--- config.mk ---
export PLATFORM = sky130hd
export DESIGN_NAME = mcu_multicycle_flat
export DESIGN_NICKNAME = d
export VERILOG_FILES = /design/src/rtl/mcu_pkg.sv /design/src/rtl/mcu_multicycle_if.sv /design/src/rtl/mcu_mem_timer.sv /design/src/rtl/mcu_multicycle.sv /design/src/flat_wrapper.sv
export SDC_FILE = /design/constraint.sdc
export NUM_CORES = 1
export LEC_CHECK = 0
export ABC_AREA = 1
export CAP_MARGIN = 30
export CORE_MARGIN = 1.5
export CORE_UTILIZATION = 45
export CTS_CLUSTER_DIAMETER = 30
export DETAILED_ROUTE_END_ITERATION = 16
export HOLD_SLACK_MARGIN = 0.05
export PLACE_DENSITY_LB_ADDON = 0.05
export SYNTH_ARGS = -nofsm -noshare
export SYNTH_HDL_FRONTEND = slang
export SYNTH_SLANG_ARGS = --single-unit
--- constraint.sdc ---
create_clock -name clk -period 2.7 [get_ports clk]
set_clock_uncertainty 0.15 [all_clocks]
set_input_delay 0.27 -clock clk [delete_from_list [all_inputs] [get_ports clk]]
set_output_delay 0.27 -clock clk [all_outputs]
set_load 0.01 [all_outputs]
--- src/rtl/mcu_pkg.sv ---
// Shared encodings for the multicycle main control unit: FSM states, opcodes
// and the select/op codes driven onto the datapath.
package mcu_pkg;

  typedef enum logic [3:0] {
    S_FETCH   = 4'd0,
    S_DECODE  = 4'd1,
    S_MEMADR  = 4'd2,
    S_MEMRD   = 4'd3,
    S_MEMWB   = 4'd4,
    S_MEMWR   = 4'd5,
    S_REXEC   = 4'd6,
    S_ALUWB   = 4'd7,
    S_BRANCH  = 4'd8,
    S_IMMEX   = 4'd9,
    S_IMMWB   = 4'd10,
    S_JUMP    = 4'd11,
    S_JAL     = 4'd12,
    S_ILLEGAL = 4'd13
  } state_t;

  localparam logic [5:0] OP_R    = 6'b000000;
  localparam logic [5:0] OP_LW   = 6'b100011;
  localparam logic [5:0] OP_SW   = 6'b101011;
  localparam logic [5:0] OP_BEQ  = 6'b000100;
  localparam logic [5:0] OP_BNE  = 6'b000101;
  localparam logic [5:0] OP_J    = 6'b000010;
  localparam logic [5:0] OP_JAL  = 6'b000011;
  localparam logic [5:0] OP_ADDI = 6'b001000;
  localparam logic [5:0] OP_ANDI = 6'b001100;
  localparam logic [5:0] OP_ORI  = 6'b001101;
  localparam logic [5:0] OP_SLTI = 6'b001010;

  localparam logic [2:0] ALU_ADD   = 3'b000;
  localparam logic [2:0] ALU_SUB   = 3'b001;
  localparam logic [2:0] ALU_FUNCT = 3'b010;
  localparam logic [2:0] ALU_AND   = 3'b011;
  localparam logic [2:0] ALU_OR    = 3'b100;
  localparam logic [2:0] ALU_SLT   = 3'b101;

  localparam logic [1:0] SRCB_B     = 2'b00;
  localparam logic [1:0] SRCB_4     = 2'b01;
  localparam logic [1:0] SRCB_IMM   = 2'b10;
  localparam logic [1:0] SRCB_IMMSH = 2'b11;

  localparam logic [1:0] PCSRC_ALU    = 2'b00;
  localparam logic [1:0] PCSRC_ALUOUT = 2'b01;
  localparam logic [1:0] PCSRC_JUMP   = 2'b10;

  localparam logic [1:0] REGDST_RT  = 2'b00;
  localparam logic [1:0] REGDST_RD  = 2'b01;
  localparam logic [1:0] REGDST_R31 = 2'b10;

  localparam logic [1:0] M2R_ALU = 2'b00;
  localparam logic [1:0] M2R_MDR = 2'b01;
  localparam logic [1:0] M2R_PC  = 2'b10;

endpackage

--- src/rtl/mcu_multicycle_if.sv ---
// Control bundle between the main control unit (master) and the shared-memory
// multicycle datapath (slave): opcode and memory handshake in, strobes out.
interface mcu_multicycle_if #(
  parameter int OP_W = 6
);
  logic [OP_W-1:0] op;
  logic            mem_ready;
  logic            PCWrite;
  logic            Branch;
  logic            BranchNe;
  logic            IorD;
  logic            MemRd;
  logic            MemWr;
  logic            IRWrite;
  logic [1:0]      MemtoReg;
  logic [1:0]      RegDst;
  logic            RegWr;
  logic            ALUSrcA;
  logic [1:0]      ALUSrcB;
  logic            ExtOp;
  logic [2:0]      ALUOp;
  logic [1:0]      PCSrc;
  logic            illegal;
  logic            mem_err;
  logic [3:0]      state;

  modport master (
    input  op, mem_ready,
    output PCWrite, Branch, BranchNe, IorD, MemRd, MemWr, IRWrite, MemtoReg,
           RegDst, RegWr, ALUSrcA, ALUSrcB, ExtOp, ALUOp, PCSrc, illegal,
           mem_err, state
  );

  modport slave (
    output op, mem_ready,
    input  PCWrite, Branch, BranchNe, IorD, MemRd, MemWr, IRWrite, MemtoReg,
           RegDst, RegWr, ALUSrcA, ALUSrcB, ExtOp, ALUOp, PCSrc, illegal,
           mem_err, state
  );
endinterface

--- src/rtl/mcu_mem_timer.sv ---
// Memory wait watchdog: counts stalled cycles in a memory step and flags expire
// combinationally on the last allowed one; TIMEOUT=0 never expires.
module mcu_mem_timer #(
  parameter int TIMEOUT = 15,
  parameter int CNT_W   = 4
) (
  input  logic clk,
  input  logic rst,
  input  logic waiting,
  input  logic mem_ready,
  output logic expire
);
  localparam logic [CNT_W-1:0] LAST = CNT_W'((TIMEOUT > 0) ? TIMEOUT - 1 : 0);

  logic [CNT_W-1:0] cnt_q, cnt_d;

  assign expire = (TIMEOUT > 0) && waiting && !mem_ready && (cnt_q == LAST);

  // Non-waiting states keep the count at zero, so any state change starts fresh.
  always_comb begin
    cnt_d = cnt_q + CNT_W'(1);
    if (!waiting || mem_ready || expire) cnt_d = '0;
  end

  always_ff @(posedge clk) begin
    if (rst) cnt_q <= '0;
    else     cnt_q <= cnt_d;
  end
endmodule

--- src/rtl/mcu_multicycle.sv ---
// Multicycle main control FSM: fetch/decode/execute/memory/writeback sequencing
// with Mealy-gated fetch strobes and timeout-guarded memory stalls.
module mcu_multicycle
  import mcu_pkg::*;
#(
  parameter int OP_W    = 6,
  parameter int TIMEOUT = 15,
  parameter int CNT_W   = 4
) (
  input  logic             clk,
  input  logic             rst,
  mcu_multicycle_if.master bus
);
  state_t     state_q, state_d;
  logic       waiting, expire;
  logic [5:0] opc;

  assign opc     = 6'(bus.op);
  assign waiting = (state_q == S_FETCH) || (state_q == S_MEMRD) || (state_q == S_MEMWR);
  assign bus.state = state_q;

  mcu_mem_timer #(.TIMEOUT(TIMEOUT), .CNT_W(CNT_W)) u_timer (
    .clk       (clk),
    .rst       (rst),
    .waiting   (waiting),
    .mem_ready (bus.mem_ready),
    .expire    (expire)
  );

  always_ff @(posedge clk) begin
    if (rst) state_q <= S_FETCH;
    else     state_q <= state_d;
  end

  always_comb begin
    state_d      = state_q;
    bus.PCWrite  = 1'b0;
    bus.Branch   = 1'b0;
    bus.BranchNe = 1'b0;
    bus.IorD     = 1'b0;
    bus.MemRd    = 1'b0;
    bus.MemWr    = 1'b0;
    bus.IRWrite  = 1'b0;
    bus.MemtoReg = M2R_ALU;
    bus.RegDst   = REGDST_RT;
    bus.RegWr    = 1'b0;
    bus.ALUSrcA  = 1'b0;
    bus.ALUSrcB  = SRCB_B;
    bus.ExtOp    = 1'b0;
    bus.ALUOp    = ALU_ADD;
    bus.PCSrc    = PCSRC_ALU;
    bus.illegal  = 1'b0;
    bus.mem_err  = 1'b0;
    if (!rst) begin
      unique case (state_q)
        S_FETCH: begin
          bus.MemRd   = 1'b1;
          bus.ALUSrcB = SRCB_4;
          bus.IRWrite = bus.mem_ready;
          bus.PCWrite = bus.mem_ready;
          bus.mem_err = expire;
          if (bus.mem_ready) state_d = S_DECODE;
        end
        S_DECODE: begin
          bus.ALUSrcB = SRCB_IMMSH;
          bus.ExtOp   = 1'b1;
          case (opc)
            OP_LW, OP_SW:                        state_d = S_MEMADR;
            OP_R:                                state_d = S_REXEC;
            OP_BEQ, OP_BNE:                      state_d = S_BRANCH;
            OP_ADDI, OP_ANDI, OP_ORI, OP_SLTI:   state_d = S_IMMEX;
            OP_J:                                state_d = S_JUMP;
            OP_JAL:                              state_d = S_JAL;
            default:                             state_d = S_ILLEGAL;
          endcase
        end
        S_MEMADR: begin
          bus.ALUSrcA = 1'b1;
          bus.ALUSrcB = SRCB_IMM;
          bus.ExtOp   = 1'b1;
          state_d     = (opc == OP_LW) ? S_MEMRD : S_MEMWR;
        end
        S_MEMRD: begin
          bus.MemRd   = 1'b1;
          bus.IorD    = 1'b1;
          bus.mem_err = expire;
          if (bus.mem_ready)  state_d = S_MEMWB;
          else if (expire)    state_d = S_FETCH;
        end
        S_MEMWB: begin
          bus.RegWr    = 1'b1;
          bus.MemtoReg = M2R_MDR;
          state_d      = S_FETCH;
        end
        S_MEMWR: begin
          bus.MemWr   = 1'b1;
          bus.IorD    = 1'b1;
          bus.mem_err = expire;
          if (bus.mem_ready || expire) state_d = S_FETCH;
        end
        S_REXEC: begin
          bus.ALUSrcA = 1'b1;
          bus.ALUOp   = ALU_FUNCT;
          state_d     = S_ALUWB;
        end
        S_ALUWB: begin
          bus.RegWr  = 1'b1;
          bus.RegDst = REGDST_RD;
          state_d    = S_FETCH;
        end
        S_BRANCH: begin
          bus.ALUSrcA  = 1'b1;
          bus.ALUOp    = ALU_SUB;
          bus.PCSrc    = PCSRC_ALUOUT;
          bus.Branch   = (opc == OP_BEQ);
          bus.BranchNe = (opc == OP_BNE);
          state_d      = S_FETCH;
        end
        S_IMMEX: begin
          bus.ALUSrcA = 1'b1;
          bus.ALUSrcB = SRCB_IMM;
          case (opc)
            OP_ANDI: bus.ALUOp = ALU_AND;
            OP_ORI:  bus.ALUOp = ALU_OR;
            OP_SLTI: begin bus.ALUOp = ALU_SLT; bus.ExtOp = 1'b1; end
            default: begin bus.ALUOp = ALU_ADD; bus.ExtOp = 1'b1; end
          endcase
          state_d = S_IMMWB;
        end
        S_IMMWB: begin
          bus.RegWr = 1'b1;
          state_d   = S_FETCH;
        end
        S_JUMP: begin
          bus.PCWrite = 1'b1;
          bus.PCSrc   = PCSRC_JUMP;
          state_d     = S_FETCH;
        end
        // PC already holds PC+4 from fetch, which is the link value.
        S_JAL: begin
          bus.PCWrite  = 1'b1;
          bus.PCSrc    = PCSRC_JUMP;
          bus.RegWr    = 1'b1;
          bus.RegDst   = REGDST_R31;
          bus.MemtoReg = M2R_PC;
          state_d      = S_FETCH;
        end
        S_ILLEGAL: begin
          bus.illegal = 1'b1;
          state_d     = S_FETCH;
        end
        default: state_d = S_FETCH;
      endcase
    end
  end
endmodule

--- src/flat_wrapper.sv ---
// flat-port wrapper written by rule: the top's interface ports become plain ports
module mcu_multicycle_flat import mcu_pkg::*;
#(
  parameter int OP_W    = 6,
  parameter int TIMEOUT = 15,
  parameter int CNT_W   = 4
)
  (clk, rst, bus_op, bus_mem_ready, bus_PCWrite, bus_Branch, bus_BranchNe, bus_IorD, bus_MemRd, bus_MemWr, bus_IRWrite, bus_MemtoReg, bus_RegDst, bus_RegWr, bus_ALUSrcA, bus_ALUSrcB, bus_ExtOp, bus_ALUOp, bus_PCSrc, bus_illegal, bus_mem_err, bus_state);
  mcu_multicycle_if #(.OP_W(OP_W)) bus_i ();
  input  logic clk;
  input  logic rst;
  input wire logic [$bits(bus_i.op)-1:0] bus_op;
  input wire logic [$bits(bus_i.mem_ready)-1:0] bus_mem_ready;
  output wire logic [$bits(bus_i.PCWrite)-1:0] bus_PCWrite;
  output wire logic [$bits(bus_i.Branch)-1:0] bus_Branch;
  output wire logic [$bits(bus_i.BranchNe)-1:0] bus_BranchNe;
  output wire logic [$bits(bus_i.IorD)-1:0] bus_IorD;
  output wire logic [$bits(bus_i.MemRd)-1:0] bus_MemRd;
  output wire logic [$bits(bus_i.MemWr)-1:0] bus_MemWr;
  output wire logic [$bits(bus_i.IRWrite)-1:0] bus_IRWrite;
  output wire logic [$bits(bus_i.MemtoReg)-1:0] bus_MemtoReg;
  output wire logic [$bits(bus_i.RegDst)-1:0] bus_RegDst;
  output wire logic [$bits(bus_i.RegWr)-1:0] bus_RegWr;
  output wire logic [$bits(bus_i.ALUSrcA)-1:0] bus_ALUSrcA;
  output wire logic [$bits(bus_i.ALUSrcB)-1:0] bus_ALUSrcB;
  output wire logic [$bits(bus_i.ExtOp)-1:0] bus_ExtOp;
  output wire logic [$bits(bus_i.ALUOp)-1:0] bus_ALUOp;
  output wire logic [$bits(bus_i.PCSrc)-1:0] bus_PCSrc;
  output wire logic [$bits(bus_i.illegal)-1:0] bus_illegal;
  output wire logic [$bits(bus_i.mem_err)-1:0] bus_mem_err;
  output wire logic [$bits(bus_i.state)-1:0] bus_state;
  assign bus_i.op = bus_op;
  assign bus_i.mem_ready = bus_mem_ready;
  assign bus_PCWrite = bus_i.PCWrite;
  assign bus_Branch = bus_i.Branch;
  assign bus_BranchNe = bus_i.BranchNe;
  assign bus_IorD = bus_i.IorD;
  assign bus_MemRd = bus_i.MemRd;
  assign bus_MemWr = bus_i.MemWr;
  assign bus_IRWrite = bus_i.IRWrite;
  assign bus_MemtoReg = bus_i.MemtoReg;
  assign bus_RegDst = bus_i.RegDst;
  assign bus_RegWr = bus_i.RegWr;
  assign bus_ALUSrcA = bus_i.ALUSrcA;
  assign bus_ALUSrcB = bus_i.ALUSrcB;
  assign bus_ExtOp = bus_i.ExtOp;
  assign bus_ALUOp = bus_i.ALUOp;
  assign bus_PCSrc = bus_i.PCSrc;
  assign bus_illegal = bus_i.illegal;
  assign bus_mem_err = bus_i.mem_err;
  assign bus_state = bus_i.state;
  mcu_multicycle #(.OP_W(OP_W), .TIMEOUT(TIMEOUT), .CNT_W(CNT_W)) u_core (.clk(clk), .rst(rst), .bus(bus_i));
endmodule
======== Word level (Yosys, flattened, before mapping) ========
Index checks and enable logic that the tools add are counted.
storage, ports and cells
  word-level logic and storage cells ...... 98
  output and inout port bits .............. 27
  register bits ........................... 8
  bits of input ports ..................... 9
operators by class
  add/sub/neg operators ................... 1
  multiplexer cells ....................... 43
  reduce and logical (&&, ||, !) cells .... 25
  equality and inequality tests ........... 27
operators by type and width
  kind                                                                    count
  4-bit equality test (second input constant)                             7
  4-bit case mux with 7 select lines                                      1
  6-bit by 4-bit equality test with 1-bit output (second input constant)  4
  4-bit case mux with 6 select lines                                      1
  1-bit 2-to-1 mux                                                        23
  3-bit case mux with 3 select lines                                      2
  2-bit OR reduction                                                      9
  4-bit by 3-bit equality test with 1-bit output (second input constant)  4
  4-bit 2-to-1 mux                                                        4
  6-bit by 2-bit equality test with 1-bit output (second input constant)  2
  6-bit by 3-bit equality test with 1-bit output (second input constant)  2
  6-bit equality test (second input constant)                             2
  2-bit case mux with 2 select lines                                      3
  4-bit OR reduction                                                      3
  4-bit by 2-bit equality test with 1-bit output (second input constant)  2
  2-bit 2-to-1 mux                                                        4
  6-bit logical NOT                                                       1
  3-bit 2-to-1 mux                                                        2
  2-bit case mux with 3 select lines                                      1
  1-bit logical OR                                                        5
  4-bit by 1-bit adder with 4-bit output (second input constant)          1
  4-bit by 1-bit equality test with 1-bit output (second input constant)  1
  4-bit logical NOT                                                       1
  2-bit != test (second input constant)                                   2
  other kinds (6)                                                         9

======== Depth between registers and ports, before layout ========
Gate-level depths: netlist of the first run.
  word-level depth ........................ 8
  depth in mapped cells ................... 11
  mapped depth without buffers ............ 11

======== Hierarchy ========
Synthesis of the first run repeated with hierarchy kept, for this count alone.
second synthesis, totals
  cells, all modules ...................... 167
  area, all modules ....................... 925.9 um2
modules (own cells, without submodules)
  module          seq. area each (um2)  area each (um2)  cells each  times used
  mcu_multicycle  80.1                  708.2            138         1
  mcu_mem_timer   80.1                  217.7            29          1

======== Least setup slack after synthesis of the first run ========
OpenSTA, ideal clock, no wires.
  path type ............................... flip-flop to output port
  from .................................... register u_core.state_q[1] (netlist: u_core.bus.state[1])
  to ...................................... output bus_Branch
  stages on the path, launching flop included .. 6
  slack ................................... 1.010 ns
  arrival time ............................ 1.270 ns
  data required time ...................... 2.280 ns
  path buffers ............................ 0
  cell sequence ........................... dfxtp_1 -> nor2_1 -> nand2_1 -> nor2_1 -> inv_1 -> nor2_1
between the ends
  longest elaborated chain between the ends .. 3
RTL lines
  element                 RTL line              RTL
  from (decl)             mcu_multicycle.sv:14  state_t state_q, state_d;
  from (signal assigned)  mcu_multicycle.sv:32  else state_q <= state_d;
  4-bit equality test     mcu_multicycle.sv:55  unique case (state_q)
  1-bit 2-to-1 mux        mcu_multicycle.sv:55
  1-bit 2-to-1 mux        mcu_multicycle.sv:54  if (!rst) begin
  to (decl)               flat_wrapper.sv:15    output wire logic [$bits(bus_i.Branch)-1:0] bus_Branch;
No other way between the ends.

======== Worst setup path in the final report of the first run ========
  from .................................... register u_core.state_q[1] (netlist: u_core.bus.state[1])
  to ...................................... output bus_ALUSrcA
between the ends
  longest elaborated chain between the ends .. 4
  elaborated cells between the ends (all ways) .. 7
  those cells by class .................... 4 x eq/ne; 2 x mux; 1 x reduce/logical
RTL lines
  element                                      RTL line              RTL
  4-bit equality test (tied with other cells)  mcu_multicycle.sv:55
  4-bit OR reduction (no line) *               --
  1-bit 2-to-1 mux *                           mcu_multicycle.sv:55
  1-bit 2-to-1 mux *                           mcu_multicycle.sv:54
  to (decl)                                    flat_wrapper.sv:24    output wire logic [$bits(bus_i.ALUSrcA)-1:0] bus_ALUSrcA;
Every way passes the cells marked *; elsewhere a longest branch is shown, timed or not.

==> results of run 1 <==
-- per-stage QoR --
step	std cells	setup WS, ns	hold WS, ns	instance area, um^2	util [%]
finish	219	0.192	0.303	1240	71.3
global route	219	0.0413	0.326	1240	71.3
CTS	219	0.207	0.310	1240	71.1
detailed placement	216	0.324	0.299	1220	69.8
global placement	216	0.380	0.297	1220	69.8
floorplan	158	1.01	0.280	846	-
-- layout by cell type (no fill, tap or decap), types with 4 or more instances in the layout --
cell type and instances:
nand3_1 19, nand2_2 4, nor2_1 34, nand2_1 25, nor2_2 4, inv_2 4
inv_1 25, a21oi_1 14, dfxtp_1 8, clkdlybuf4s50_1 35
-- what timing repair did --
action | CTS | global route
endpoints found under the setup margin | 0 | 1
gates resized for setup | 0 | 1
hold buffers | 0 | 0
endpoints found under the hold margin | 0 | 0
-- registers in the layout, indices dropped and copies added (netlist names) --
name                  flops
u_core.bus.state          4
u_core.u_timer.cnt_q      4
-- metal layers --
| metal | wire length [um] | vias up | part of all wire (%) |
|---|---|---|---|
| met5 | 0 | - | 0 |
| met4 | 15 | 0 | 0.68 |
| met3 | 98 | 4 | 4.4 |
| met2 | 1120 | 33 | 51 |
| met1 | 970 | 490 | 44 |
| li1 | - | 576 | - |
-- final timing paths --
kind / from / endpoint
hold / removal: u_core.u_timer.cnt_q[0] / u_core.u_timer.cnt_q[0]
setup reg to reg: u_core.bus.state[1] / u_core.bus.state[0]
hold reg to reg: u_core.u_timer.cnt_q[0] / u_core.u_timer.cnt_q[0]
setup / recovery: u_core.bus.state[1] / bus_ALUSrcA
-- worst max-delay path, cell delays in order (launching register included) --
cell	delay, ns
dfxtp_1	0.36
nor2_1	0.33
nand2_1	0.16
nor2_1	0.22
inv_1	0.10
o21ai_0	0.09
clkdlybuf4s50_1	0.56
-- layout make-up --
type / instances / share of cell area [%]
well taps: 25 / 2.52
multi-input cells: 117 / 45.0
clock buffers: 3 / 1.81
inverters: 30 / 9.05
flip-flops and latches: 8 / 12.9
repair buffers: 36 / 28.8
-- logic make-up after synthesis --
group,synth area share (%)
AO/OA/AOI/OAI,13.9
AND/OR/NAND/NOR,46.9
XOR/XNOR,2.07
buffers and inverters,15.2
adder cells (fa/ha/maj),2.96
flip-flops,18.9
-- power groups by stage --
stage,registers [W],clock network (W),logic [W]
2_1_floorplan,0.000176,0,0.000257
3_5_place_dp,0.000172,0,0.000443
5_1_grt,0.000173,0.000101,0.000503
3_3_place_gp,0.000171,0,0.000430
6_report,0.000170,0.0000938,0.000449
4_1_cts,0.000170,0.0000963,0.000446
==> results by stage, run 1 <==
Run status:
- The run finished with clean final reports.

Routing:
- The detailed router finished its first iteration with 17 violations.
- The number of routed nets with antenna violations is 0.
- The per-cell routed wire length is between 10 and 15 um.
- The DRC violation count after routing is 0.
- The final layout contains routed wiring with a total length of between 2000 and 2500 um.
- The via density per instance is around 5.
- The routed via count is 1103.
- The iteration count of the initial detailed-routing pass is 4.

GRT:
- The busiest layer in global routing is met2.
- The global route total overflow is 0.
- The number of antenna violations at the first check in global routing was 0.
- The met2 usage is between 40% and 50%.
- The wire length of the first global-routing pass is 3500 um.
- In the global route stage, met3 resource usage came out at a little under 6%.
- The pin count of the biggest net entering global routing is 19.
- The via count of the first global-routing pass was between 800 and 900.
- Global routing used around 22% of the available tracks.
- The met1 layer usage reported by global route is 26.3%.

Setup path:
- In this run the worst path has a maximum fanout of 6.
- The critical path class is flop to output pin.
- The element type at the critical path end is an output pin.
- The category of the worst setup path launch point is a flop.
- The length in cells of the worst reg-to-reg path is 9.
- Data arrives at the worst endpoint at ~2.1 ns.
- The required time at the worst-slack endpoint is approximately 2.3 ns.
- Across all register-to-register paths, the minimum setup slack is 1.11 ns.

Pwr:
- Of the total power, the share spent switching nets is between 40 and 50%.
- The total chip power is 0.000713 W.
- The net switching power is ~0.00033 W.
- IR analysis of the VDD net gives a maximum drop of about 0.36 mV.
- Cell internal power was estimated by the tool at 0.000387 W.
- The share of total power dissipated in sequential elements is a little under a quarter.
- The clock share of power is roughly an eighth.
- The ratio of total power to cell area is ~570 nW/um^2.
- For this design the static power due to leakage is 0.570 nW.
- The logic gate share of total power is between 60% and 70%.

Synthesis:
- The sequential-to-total area share from yosys stat is 18.9%.
- Summed over all instances, the cell type with the most area after synthesis is dfxtp_1.
- The synthesized netlist occupies a cell area of between 800 and 900 um^2.
- The flip-flop cell with the highest count after synthesis is dfxtp_1.
- The gate count of the mapped netlist is roughly 160.
- Of all flip-flops after synthesis, the portion carrying an async set or reset was 0%.
- Yosys attributes the largest share of cell area to dfxtp_1 19%, nor2_1 16%, nand3_1 11%.
- The cell with the most instances after synthesis is nor2_1.
- The synthesized design contains 0 enable-type register cells.
- The netlist uses 24 different library cells.
- Sorting the synthesized cells by how often they occur yields 35 x nor2_1, 25 x inv_1, 25 x nand2_1.
- The number of register bits inferred by synthesis is 8.
- The warning count from the yosys run is 0.
- The synthesized area per cell is ~5.4 um^2.
- The net count after synthesis is about 170.
- After synthesis, the largest area contributor takes up 18.9% of total cell area.

Finish:
- Summing all flip-flop and latch instances after layout gives approximately 160 um^2.
- The filler cells instantiated in the layout total roughly 160.
- The fraction of final layout cells with drive strength greater than 1 is between 9 and 10%.
- Relative to the synthesized area, the layout overhead comes to 47.0%.
- The area taken by multi-input logic gates is around 560 um^2.
- In the final design database the tool counted slightly above 200 nets.
- The repair_antennas step left the layout with diodes totalling 0.

Floorplan:
- The core footprint is 1750 um^2.
- The floorplan die area is around 2100 um^2.
- The die is 46.4 um tall.
- The initial core utilization is between 40 and 50%.
- The die extent in x is approximately 46 um.
- The row count is 15.
- The number of top-level design ports is 36.

Place:
- Buffers placed on the I/O ports in this run total 35.
- The HPWL after detailed placement is between 1500 and 2000 um.
- Routability-driven placement finished with a final weighted congestion of between 0.8 and 0.9.

STA:
- Setup repair after global routing left no endpoint under its margin.
- In the finished design, the share of the clock period the worst path needs comes to roughly 93%.
- The setup TNS is 0 ns.
- Measured against its own limit, the worst slew margin works out to around three quarters.
- The count of endpoints failing setup in the final report is 0.
- Static timing analysis puts the maximum clock frequency at roughly 400 MHz.
- For the finished layout, the period the worst path requires is 2.51 ns.
- For the pin with the worst max-slew slack, the measured transition is about 0.37 ns.
- The number of slew-limit violations in the final report was 0.
- The count of endpoints failing hold in the final timing report is 0.

CTS:
- The number of CTS-inserted buffers is 3.
- After clock tree synthesis, the clock-pin slew on the worst setup and hold paths is ~0.060 ns.
- The TritonCTS clock tree is done.
- The tree is rooted in a clkbuf_4.
- The number of buffers inserted to repair setup after CTS is 0.
- In this run the number of H-tree levels came out at 1.
- The number of clock sinks seen by CTS is 8.
- The clock reaches the later pin of the worst-skew pair after ~0.26 ns.
- The clock passes through at most 2 buffers.

Worst hold path:
- The worst hold path belongs to the class flop to flop.
- Counting instances, the worst hold path has a depth of 1.

Flow run:
- Max-cap violations in this run came to 0.
Note: power is estimated with default switching activity, not from simulation.
==> run 2: changes to the inputs <==
CORE_UTILIZATION = 40   (was 45)
==> run 2 against run 1 <==
Effect of this change:
- first-iteration DRC count rose to 3.1 times the previous value
- setup slack worse by 0.054 ns
- critical path depth up 3
- sequential share of layout area unchanged
==> results by stage, run 2 (synthesis results as in run 1) <==
Routing:
- The routed via count is 1069 (-3.1%).
- The number of routed nets with antenna violations is 0 (unchanged).
- The detailed-route wire length is 2230 um (+1.1%).
- The violation count after the first detailed-routing iteration is 52 (+35).
- The per-cell routed wire length is 10.1 um (+0.22%).
- The via density per instance is 4.84 (-4.0%).
- The DRC violation count after routing came to 0 (unchanged).
- The iteration count of the initial detailed-routing pass was 5 (+1).

Setup path:
- Traced cell by cell, the critical path runs through inv_2, nor2_1, inv_2, nor2_2, inv_2, nor2_1, inv_1, o21ai_1, clkdlybuf4s50_1.
- The critical path's slowest cell is clkdlybuf4s50_1.
- The stage delay of the slowest cell on the critical path is 0.56 ns (about the same).
- The critical path in this run is classified as flop to output pin.
- The category of the worst setup path launch point is a flop.
- The element type at the critical path end is an output pin.
- The critical path's most frequent cell is inv_2.
- The largest fanout on the critical path is 5 (-1).
- The required time at the worst-slack endpoint is 2.28 ns (about the same).
- The worst path arrival time is 2.14 ns (+0.05 ns).

GRT:
- The number of antenna violations at the first check in global routing is 0 (unchanged).
- The met1 layer usage reported by global route is 23.0% (-3.3 points).
- The met2 usage came to 35.4% (-4.6 points).
- The global routing stage identified its most utilized layer as met2.
- The met3 capacity usage during global routing is 3.99% (-1.9 points).
- The pin count of the biggest net entering global routing is 19 (unchanged).
- The global route total overflow is 0 (unchanged).
- The wire length of the first global-routing pass is 3710 um (+6.1%).
- The via count of the first global-routing pass is 938 (+4.7%).
- The overall routing resource usage is 19.1% (-3.2 points).

Floorplan:
- The number of top-level design ports came to 36 (unchanged).
- The floorplan die area came to 2400 um^2 (+12%).
- The initial core utilization was 42.7% (-5.8 points).
- The core footprint is 1980 um^2 (+14%).
- The vertical die dimension is 49.0 um (+5.7%).
- The die extent in x is 49.0 um (+5.7%).
- The row count came to 16 (+1).

STA:
- The measured slew at the worst slew-check pin is 0.376 ns (+0.00607 ns).
- The clock period minus worst slack is 2.56 ns (+0.0536 ns).
- The setup TNS is 0 ns (unchanged).
- The headroom to the max-slew limit is 74.8% (-0.41 points).
- Setup repair after global routing left no endpoint under its margin.
- The number of slew-limit violations in the final report was 0 (unchanged).
- The final clock period utilization by the worst path is 94.9% (+2.0 points).
- The count of endpoints failing setup in the final report is 0 (unchanged).
- The worst hold margin is 0.317 ns (+0.0138 ns).
- The maximum achievable frequency is 390 MHz (-2.1%).
- The count of endpoints failing hold in the final timing report came to 0 (unchanged).

Place:
- The quantity of I/O buffers inserted on ports was 35 (unchanged).
- The HPWL after detailed placement was 1800 um (-1.6%).
- The routability congestion estimate from global placement was 0.861 (+0.96%).
- The number of cells in the design after placement came to 218 (+0.93%).
- The cell area after placement is 1220 um^2 (+0.21%).

CTS:
- The tree is rooted in a clkbuf_4.
- The register clock-pin slew on the reported worst setup and hold paths is 0.07 ns (about the same).
- TritonCTS built the clock tree.
- The latest clock arrival within the worst-skew pair was 0.26 ns (about the same).
- The number of buffers inserted by hold repair at cts came to 0 (unchanged).
- The number of cells upsized or downsized after cts came to 0 (unchanged).
- The maximum number of buffers from clock root to sink is 2 (unchanged).
- The number of CTS-inserted buffers is 3 (unchanged).
- The number of clock sinks seen by CTS is 8 (unchanged).
- The number of buffers inserted to repair setup after CTS is 0 (unchanged).
- The H-tree depth came to 1 (unchanged).

Finish:
- The number of nets in the layout is 207 (unchanged).
- The number of antenna repair diodes is 0 (unchanged).
- The layout-stage area growth over the synthesis result is 47.0% (unchanged).
- The number of standard cells in the final layout excluding fillers is 221 (+0.91%).
- The fraction of final layout cells with drive strength greater than 1 came to 8.76% (-0.52 points).
- The final design area excluding fillers was 1240 um^2 (unchanged).
- The number of fillers in the final layout came to 193 (+20%).
- In the layout the commonest cells are 35 x nor2_1, 35 x clkdlybuf4s50_1, 25 x inv_1, 25 x nand2_1, 19 x nand3_1.

Pwr:
- The leakage power is 0.570 nW (about the same).
- The worst vdd rail ir drop was 0.377 mV (+3.4%).
- The ratio of total power to cell area is 570 nW/um^2 (-0.49%).

Flow run:
- The number of maximum-capacitance violations is 0 (unchanged).

Run status:
- The flow ran to the end, and the final reports show no timing, DRC or antenna violations.

Worst hold path:
- The kind of path behind the tightest hold check is flop to flop.
[run 2: layout make-up]
type | instances | area, um^2 | share of cell area [%]
timing repair buffer | 36 | 358 | 28.8
multi-input combinational | 117 | 557 | 44.8
sequential | 8 | 160 | 12.9
clock buffer | 3 | 22.5 | 1.81
tap | 27 | 33.8 | 2.72
inverter | 30 | 113 | 9.05
[run 2: worst max-delay path, delay by kind of cell, from the launching register on]
kind                   cells  cell delay, ns
buffers and inverters      5            0.83
and+or+nand+nor            3            0.50
AOI/OAI and AO/OA          1            0.14
DFF                        1            0.40
[run 2: per-layer routing]
metal / wire [um] / vias up / share of wire, %
li1: - / 572 / -
met1: 1010 / 462 / 45
met2: 1120 / 35 / 50
met3: 99 / 0 / 4.4
met4: 0 / 0 / 0
met5: 0 / - / 0
[run 2: final timing paths]
kind	slack, ns	to	start	cells after the start
setup reg to reg	1.09	u_core.bus.state[1]	u_core.bus.state[0]	7
hold / removal	0.32	u_core.u_timer.cnt_q[0]	u_core.u_timer.cnt_q[0]	1
hold reg to reg	0.32	u_core.u_timer.cnt_q[0]	u_core.u_timer.cnt_q[0]	1
setup / recovery	0.14	bus_ALUOp[0]	u_core.bus.state[3]	9
[run 2: power breakdown]
| part | leakage [nW] | internal (W) | switching, W | total (W) |
|---|---|---|---|---|
| registers | 0.0652 | 0.000140 | 0.0000316 | 0.000172 |
| logic | 0.491 | 0.000194 | 0.000246 | 0.000439 |
| clock network | 0.0138 | 0.0000512 | 0.0000472 | 0.0000984 |
| total | 0.570 | 0.000385 | 0.000324 | 0.000710 |
[run 2: through the flow]
step                setup slack [ns]  power [W]  util, %
detailed placement             0.328   0.000610     61.6
floorplan                       1.01   0.000433        -
global placement               0.381   0.000608     61.6
CTS                            0.147   0.000710     62.8
finish                         0.138   0.000710     62.8
global route                  0.0152   0.000764     62.8
==> run 3: changes to the inputs <==
SLEW_MARGIN = 20   (was not set)
==> results of run 3 <==
The final DEF is identical to that of run 2; final timing and power are the same.
